<file path="config.mk">
export PLATFORM = sky130hd
export DESIGN_NAME = mult_issue_queue
export DESIGN_NICKNAME = d
export VERILOG_FILES = /design/src/rtl/mult_pkg.sv /design/src/rtl/sync_fifo.sv /design/src/rtl/mult_issue_queue.sv
export SDC_FILE = /design/constraint.sdc
export NUM_CORES = 1
export LEC_CHECK = 0
export CORE_AREA = 4 4 125 127
export CTS_CLUSTER_SIZE = 14
export DETAILED_ROUTE_END_ITERATION = 8
export DIE_AREA = 0 0 129 131
export PLACE_DENSITY = 0.78
export SETUP_SLACK_MARGIN = 0.5
export SYNTH_ARGS = -nofsm -noshare
export SYNTH_HDL_FRONTEND = slang
export SYNTH_HIERARCHICAL = 1
export SYNTH_SLANG_ARGS = --single-unit
export TNS_END_PERCENT = 10
</file>
<file path="constraint.sdc">
create_clock -name clk -period 3.7 [get_ports clk]
set_clock_uncertainty 0.15 [all_clocks]
set_input_delay 0.555 -clock clk [delete_from_list [all_inputs] [get_ports clk]]
set_output_delay 0.555 -clock clk [all_outputs]
set_load 0.01 [all_outputs]
</file>
<file path="src/rtl/mult_pkg.sv">
// Shared types and default sizing for the posit16 multiplier issue queue.
package mult_pkg;

    localparam int DEF_WIDTH   = 16;
    localparam int DEF_DEPTH   = 4;
    localparam int DEF_TIMEOUT = 15;

    typedef enum logic [1:0] {
        IDLE  = 2'd0,
        ISSUE = 2'd1,
        WAIT  = 2'd2,
        DRAIN = 2'd3
    } issue_state_t;

endpackage

</file>
<file path="src/rtl/sync_fifo.sv">
// Operand-pair FIFO with wrap-bit pointers and a registered occupancy count.
module sync_fifo #(
    parameter int WIDTH = 32,
    parameter int DEPTH = 4
) (
    input  logic                       clk,
    input  logic                       reset,
    input  logic                       push,
    input  logic                       pop,
    input  logic [WIDTH-1:0]           wdata,
    output logic                       full,
    output logic                       empty,
    output logic [$clog2(DEPTH):0]     count,
    output logic [WIDTH-1:0]           rdata
);
    localparam int AW = $clog2(DEPTH);

    logic [WIDTH-1:0] mem_q [DEPTH];
    logic [AW:0]      wr_ptr_q, rd_ptr_q, count_q;
    logic             push_ok, pop_ok;

    assign full    = (wr_ptr_q[AW] != rd_ptr_q[AW]) && (wr_ptr_q[AW-1:0] == rd_ptr_q[AW-1:0]);
    assign empty   = (wr_ptr_q == rd_ptr_q);
    assign push_ok = push && !full;
    assign pop_ok  = pop && !empty;
    assign count   = count_q;
    // Head is read combinationally so the issuer can load it on the same edge it pops.
    assign rdata   = mem_q[rd_ptr_q[AW-1:0]];

    always_ff @(posedge clk or negedge reset) begin
        if (!reset) begin
            wr_ptr_q <= '0;
            rd_ptr_q <= '0;
            count_q  <= '0;
        end else begin
            if (push_ok) wr_ptr_q <= wr_ptr_q + (AW+1)'(1);
            if (pop_ok)  rd_ptr_q <= rd_ptr_q + (AW+1)'(1);
            case ({push_ok, pop_ok})
                2'b10:   count_q <= count_q + (AW+1)'(1);
                2'b01:   count_q <= count_q - (AW+1)'(1);
                default: count_q <= count_q;
            endcase
        end
    end

    always_ff @(posedge clk) begin
        if (push_ok) mem_q[wr_ptr_q[AW-1:0]] <= wdata;
    end

endmodule

</file>
<file path="src/rtl/mult_issue_queue.sv">
// Buffers operand pairs and issues them one at a time to a fixed-latency
// multiplier, holding each result on a valid/ready port with a timeout watchdog.
module mult_issue_queue
    import mult_pkg::*;
#(
    parameter int WIDTH   = DEF_WIDTH,
    parameter int DEPTH   = DEF_DEPTH,
    parameter int TIMEOUT = DEF_TIMEOUT
) (
    input  logic                   clk,
    input  logic                   reset,
    input  logic                   in_valid,
    output logic                   in_ready,
    input  logic [WIDTH-1:0]       in_a,
    input  logic [WIDTH-1:0]       in_b,
    output logic                   mul_input_valid,
    output logic [WIDTH-1:0]       mul_a,
    output logic [WIDTH-1:0]       mul_b,
    input  logic                   mul_output_valid,
    input  logic [WIDTH-1:0]       mul_r,
    output logic                   out_valid,
    input  logic                   out_ready,
    output logic [WIDTH-1:0]       out_r,
    output logic [$clog2(DEPTH):0] count,
    output logic                   err,
    input  logic                   err_clr
);
    localparam int AW = $clog2(DEPTH);
    localparam int TW = $clog2(TIMEOUT + 1);

    issue_state_t       state_q, state_d;
    logic [TW-1:0]      timer_q, timer_d;
    logic [WIDTH-1:0]   mul_a_q, mul_a_d, mul_b_q, mul_b_d;
    logic [WIDTH-1:0]   out_r_q, out_r_d;
    logic               out_valid_q, out_valid_d;
    logic               err_q, err_d;
    logic               timeout;
    logic               pop;
    logic               fifo_full, fifo_empty;
    logic [2*WIDTH-1:0] head;

    sync_fifo #(.WIDTH(2*WIDTH), .DEPTH(DEPTH)) u_fifo (
        .clk   (clk),
        .reset (reset),
        .push  (in_valid && !fifo_full),
        .pop   (pop),
        .wdata ({in_a, in_b}),
        .full  (fifo_full),
        .empty (fifo_empty),
        .count (count),
        .rdata (head)
    );

    assign in_ready        = (count != (AW+1)'(DEPTH));
    assign mul_input_valid = (state_q == ISSUE);
    assign mul_a           = mul_a_q;
    assign mul_b           = mul_b_q;
    assign out_valid       = out_valid_q;
    assign out_r           = out_r_q;
    assign err             = err_q;

    always_comb begin
        state_d     = state_q;
        timer_d     = timer_q;
        mul_a_d     = mul_a_q;
        mul_b_d     = mul_b_q;
        out_r_d     = out_r_q;
        out_valid_d = out_valid_q;
        timeout     = 1'b0;
        pop         = 1'b0;
        case (state_q)
            IDLE: begin
                if (!fifo_empty) begin
                    mul_a_d = head[2*WIDTH-1:WIDTH];
                    mul_b_d = head[WIDTH-1:0];
                    pop     = 1'b1;
                    state_d = ISSUE;
                end
            end
            ISSUE: begin
                timer_d = '0;
                state_d = WAIT;
            end
            WAIT: begin
                if (mul_output_valid) begin
                    out_r_d     = mul_r;
                    out_valid_d = 1'b1;
                    state_d     = DRAIN;
                end else if (timer_q == TW'(TIMEOUT - 1)) begin
                    timeout = 1'b1;
                    state_d = IDLE;
                end else begin
                    timer_d = timer_q + TW'(1);
                end
            end
            DRAIN: begin
                if (out_ready) begin
                    out_valid_d = 1'b0;
                    state_d     = IDLE;
                end
            end
            default: state_d = IDLE;
        endcase
        // A timeout wins over a clear arriving in the same cycle.
        err_d = timeout ? 1'b1 : (err_clr ? 1'b0 : err_q);
    end

    always_ff @(posedge clk or negedge reset) begin
        if (!reset) begin
            state_q     <= IDLE;
            timer_q     <= '0;
            mul_a_q     <= '0;
            mul_b_q     <= '0;
            out_r_q     <= '0;
            out_valid_q <= 1'b0;
            err_q       <= 1'b0;
        end else begin
            state_q     <= state_d;
            timer_q     <= timer_d;
            mul_a_q     <= mul_a_d;
            mul_b_q     <= mul_b_d;
            out_r_q     <= out_r_d;
            out_valid_q <= out_valid_d;
            err_q       <= err_d;
        end
    end

endmodule

</file>
==> metrics, run 1 <==
GP Congestion 0.809; total of max-cap violations 0; DR WL/cell 20.0 microns; TritonCTS clock tree yes; Final Net Count 586; DP HPWL 9280 microns; Hold Path Class primary input to async pin; Tmin final 2.84 ns; GRT Overall Usage 18.0%; # diodes 0; CTS Buf Count 17; H-tree Lvls 4; Yosys top cell by area edfxtp_1; CTS clk-pin slew, worst paths 0.07 ns; via count 3928; final critical-path share of the clock period 76.8%; CP required 3.89 ns; WL final 14300 microns; DP Area 8980 sq um; Mapped Avg Cell Area 19.4 sq um; Die Area 16900 sq um; vias per cell 5.49; antenna violations before repair 0; core area 14400 sq um; worst-skew pair later-pin latency 0.42 ns; initial core utilization 53.5%; register area share after synthesis 70.8%; Post-CTS Hold Buffers 0; ys flop type edfxtp_1; final hold vios 0; Mapped Nets 467; # rows 44; f_max 352 MHz; WS Path Type flip-flop to flip-flop; post-cts gate resize count 0; most common cell after layout, fill and taps aside edfxtp_1; Synth-to-Final Area Change 24.0%; #FFs+latches synth 193; IO Port Bufs 108; Clock Sink Count 193; Setup Fix Bufs, Post-CTS 0; 1st-pass router iterations 4; Worst Path Arrival 3.04 ns; Design Area, Final 9580 sq um; area share of the largest cell type after synthesis 49.8%; root buffer selected by CTS clkbuf_16; die height 131 microns; Die X 129 microns; Post-synth EDFFs 128; most frequent cells in the layout 128 x edfxtp_1, 107 x clkdlybuf4s50_1, 63 x dfrtp_1, 38 x mux2_2, 32 x mux4_2; Slew Limit Fails 0; Post-Synthesis Cells 399; outcome finished, final reports clean; Max Root-Sink Buffers 2; Final Setup Violations 0; Worst-Margin Slew 0.904 ns; Synth cell types 44; mapped cell area 7720 sq um; initial DRC count 236; fraction of registers with async set/reset 33.7%; Critical Path Fanout Max 35; Ports 109; slew margin rel. 39.8%; Startpoint Class flip-flop; largest net degree at the start of global routing 66; post-route ant nets 0; share of cells above drive strength 1 26.0%; total gr overflow 0; RSZ-0062 raised after global routing no; first-pass GRT wire length 22700 microns; TNS Setup 0 ns; Cell Pwr Density 866 nW/um^2; largest cells by area after synthesis edfxtp_1 50%, dfrtp_1 21%, mux4_2 9.3%; Syn. warnings 6; # DRC 0; number of global-route vias before repair 4186; Max IR drop VDD 0.544 mV; crit end category flip-flop; Leak Pwr 3.48 nW
where the power goes:
group / leakage (nW) / internal [mW] / switching (mW)
clock: 0.277 / 0.975 / 0.817
combinational: 1.26 / 1.67 / 1.50
sequential: 1.94 / 3.03 / 0.304
metrics by stage:
stage          util (%)  power, mW  std cells  hold WS, ns  setup WS [ns]
3_3_place_gp       62.3       6.44        683        0.340          0.857
3_5_place_dp       62.3       6.57        683        0.342          0.777
6_report           66.4       8.30        715       0.0866          0.857
2_1_floorplan         -       5.41        399        0.109          0.764
5_1_grt            66.4       8.77        715        0.166          0.615
4_1_cts            66.4       8.40        715        0.131          0.795
path summary, 6_finish.rpt:
path,startpoint,to,slack (ns),cells past startpoint
worst max-delay path,u_fifo/rd_ptr_q[0],u_fifo/count[2],0.86,9
worst min-delay path,reset,timer_q[3],0.09,1
worst max register to register,u_fifo/rd_ptr_q[0],u_fifo/count[2],0.86,9
worst min register to register,out_r[12],out_r[12],0.35,1
max in group asynchronous,reset,u_fifo/rd_ptr_q[1],2.72,1
min in group clk,out_r[12],out_r[12],0.35,1
metal layers:
layer	track usage, %	vias up	wire length, microns
met5	0	-	0
met1	23.6	2002	5910
met3	5.45	10	944
met2	29.1	135	7290
met4	5.81	0	150
li1	-	1781	-
area by class of cell:
cell class / count / area (sq um)
multi-input cells: 176 / 2090
clock inverters: 13 / 153
flip-flops and latches: 193 / 5470
repair buffers: 114 / 1120
well taps: 184 / 230
clock buffers: 19 / 443
inverters: 16 / 60.1
fillers: 949 / 4850
state kept, by name, indices dropped and copies added, names as in the netlist:
| register | cells |
|---|---|
| mul_a | 16 |
| timer_q | 4 |
| u_fifo/wr_ptr_q | 3 |
| state_q | 2 |
| out_valid | 1 |
| mul_b | 16 |
| out_r | 16 |
| err | 1 |
| u_fifo/rd_ptr_q | 3 |
| u_fifo/count | 3 |
| u_fifo/mem_q | 128 |
critical path, stage by stage (launching register included):
cell and delay [ns]:
dfrtp_2 0.39, buf_4 0.57, xor2_2 0.26, o31ai_4 0.33
ha_1 0.22, inv_1 0.06, fa_1 0.38, xor2_1 0.15
nor2_1 0.11, xor2_1 0.15
Yosys cell counts (all sizes together) (2+ instances only):
cell type and instances:
nor2 6, a31oi 2, xnor2 6, and3 3, a221oi 2, a21oi 8, a211oi 2, nand2b 3
ha 13, mux4 32, buf 13, nand3 5, nor2b 2, o31ai 7, xor2 6, edfxtp 128
dfrtp 65, o21ai 4, nand2 16, mux2 48, inv 16
cell families after synthesis:
logic type	synth area share, %
buffers and inverters	2.28
AOI/OAI and AO/OA	3.39
and+or+nand+nor	2.51
DFF	70.8
xor gates and xnor gates	1.65
muxes	17.0
adders and majority gates	2.37
Power figures use the tool's default switching activity.
==> run 2, diff against run 1 <==
CORE_AREA = 4 4 131 133   (was 4 4 125 127)
DIE_AREA = 0 0 135 137   (was 0 0 129 131)
PLACE_DENSITY = 0.75   (was 0.78)
clock period = 2.6 ns   (was 3.7 ns; I/O delays follow)
==> run 2 against run 1 <==
Via count grew 2.7%. Worst hold slack gained 0.27 ns. Maximum frequency is 23% higher. Critical path depth is 3 higher. Die area grew 9.4%. Sequential power rose by 43%. Global-route usage is 0.75 points lower. Clock power increased by 38%. Setup slack worse by 0.56 ns. Non-clock buffer count is 24 higher. Register-to-register slack worse by 0.56 ns.
==> metrics, run 2 (synthesis results as in run 1) <==
DP HPWL 9270 microns; DP Area 9180 sq um; Ports 109; Multi-input gate area 2180 sq um; P_sw 3.90 mW; crit-path leading delay family adder cells; WL final 15000 microns; switch share 31.6%; Slew Limit Fails 0; Cell Chain, Critical Path xnor2_4 -> nand2_2 -> nor2_4 -> nor2b_4 -> o31ai_4 -> inv_1 -> ha_2 -> inv_2 -> fa_2 -> xor2_1 -> nor2_1 -> xor2_1; sequential share of power 38.8%; total gr overflow 0; total of max-cap violations 0; first-pass GRT wire length 23800 microns; Worst Path Arrival 2.50 ns; Critical Path Fanout Max 3; most common cell after layout, fill and taps aside edfxtp_1; slew margin rel. 57.3%; 1st-pass router iterations 4; crit end category flip-flop; TritonCTS clock tree yes; antenna violations before repair 0; Die X 135 microns; core area 15800 sq um; register area 5480 sq um; Die Area 18500 sq um; Final Net Count 610; Leak Pwr 3.62 nW; Hold Path Class flip-flop to flip-flop; Design Area, Final 9940 sq um; post-route ant nets 0; via count 4035; vias per cell 5.23; Tmin final 2.30 ns; CTS Buf Count 17; Startpoint Class flip-flop; Final Setup Violations 0; final hold vios 0; Worst-Margin Slew 0.640 ns; GRT Overall Usage 17.2%; largest net degree at the start of global routing 49; fin cells 771; f_max 434 MHz; # rows 46; CP max-delay cell dfrtp_2; Max IR drop VDD 0.920 mV; H-tree Lvls 4; CP most frequent cell xor2_1; Synth-to-Final Area Change 28.7%; Comb pwr share 41.2%; WP buf/inv 2; clock power share 20.0%; most frequent cells in the layout 128 x edfxtp_1, 106 x clkdlybuf4s50_1, 59 x dfrtp_1, 38 x mux2_2, 32 x mux4_2; die height 137 microns; worst hold slack 0.354 ns; worst-skew pair later-pin latency 0.43 ns; Int Pwr 8.46 mW; initial core utilization 48.8%; outcome finished, final reports clean; root buffer selected by CTS clkbuf_16; final critical-path share of the clock period 88.5%; RSZ-0062 raised after global routing yes; worst stage delay on the critical path 0.49 ns; Max Root-Sink Buffers 2; Fill cells 1133; DR WL/cell 19.4 microns; max reg flops 128; Clock Sink Count 193; # diodes 0; Cell Pwr Density 1240 nW/um^2; share of cells above drive strength 1 31.4%; number of global-route vias before repair 4413; WS Path Type flip-flop to flip-flop; CTS clk-pin slew, worst paths 0.07 ns; # DRC 0; Cells after DPL 721; GP Congestion 0.792; IO Port Bufs 108; initial DRC count 201; CP required 2.80 ns; TNS Setup 0 ns
[run 2: cell types whose count changed in the layout (fill, tap and decap cells not counted), moves of 4 or more]
cell | before | now
inv_1 | 16 | 12
inv_6 | 1 | 5
buf_4 | 7 | 23
buf_12 | 0 | 5
inv_2 | 0 | 4
dfrtp_1 | 63 | 59
dfrtp_2 | 2 | 6
[run 2: final timing paths]
path                       depth (start not counted)  slack, ns          startpoint               to
hold reg to reg                                    1       0.35            out_r[4]         out_r[4]
min in group asynchronous                          2       0.39               reset       timer_q[3]
max in group asynchronous                          3       1.29               reset        mul_b[15]
setup / recovery                                  12       0.30  u_fifo/rd_ptr_q[0]  u_fifo/count[2]
hold / removal                                     1       0.35            out_r[4]         out_r[4]
setup reg to reg                                  12       0.30  u_fifo/rd_ptr_q[0]  u_fifo/count[2]
[run 2: cell type report]
class	instances	area share, %
Inverter	16	0.604
Clock inverter	13	1.27
Tap cell	216	2.72
Clock buffer	19	4.35
Multi-Input combinational cell	176	22.0
Timing Repair Buffer	138	14.0
Sequential cell	193	55.1
[run 2: worst reg2reg max path, cell delays in order, from the launching register on]
cell and delay [ns]:
dfrtp_2 0.49, xnor2_4 0.17, nand2_2 0.12, nor2_4 0.05
nor2b_4 0.14, o31ai_4 0.08, inv_1 0.07, ha_2 0.18
inv_2 0.04, fa_2 0.32, xor2_1 0.15, nor2_1 0.13
xor2_1 0.15
[run 2: repair_timing]
item | CTS | global route
gates cloned | 0 | 1
setup buffers | 12 | 4
gates resized for setup | 7 | 6
setup endpoints to repair | 161 | 160
hold endpoints to repair | 46 | 0
pin swaps | 8 | 4
hold buffers | 1 | 0
[run 2: routing by layer]
| metal | vias to the layer above | wire (microns) | global-route usage [%] |
|---|---|---|---|
| li1 | 1835 | - | - |
| met1 | 2067 | 6250 | 21.4 |
| met2 | 116 | 7630 | 29.0 |
| met3 | 17 | 881 | 5.59 |
| met4 | 0 | 221 | 5.38 |
| met5 | - | 0 | 0 |
[run 2: stage by stage]
stage,power [mW],worst slack (ns),util (%)
final,12.4,0.298,62.8
after floorplan,7.83,0.0644,-
after detailed placement,9.58,0.186,58.0
after global placement,9.40,0.243,58.0
after global routing,13.0,0.152,62.8
after CTS,12.3,0.344,62.2
[run 2: power by group through the flow]
stage | Combinational [mW] | Clock [mW] | Sequential, mW
2_1_floorplan | 2.90 | 0 | 4.93
3_3_place_gp | 4.60 | 0 | 4.80
3_5_place_dp | 4.71 | 0 | 4.87
6_report | 5.09 | 2.47 | 4.79
5_1_grt | 5.47 | 2.67 | 4.90
4_1_cts | 4.97 | 2.53 | 4.80
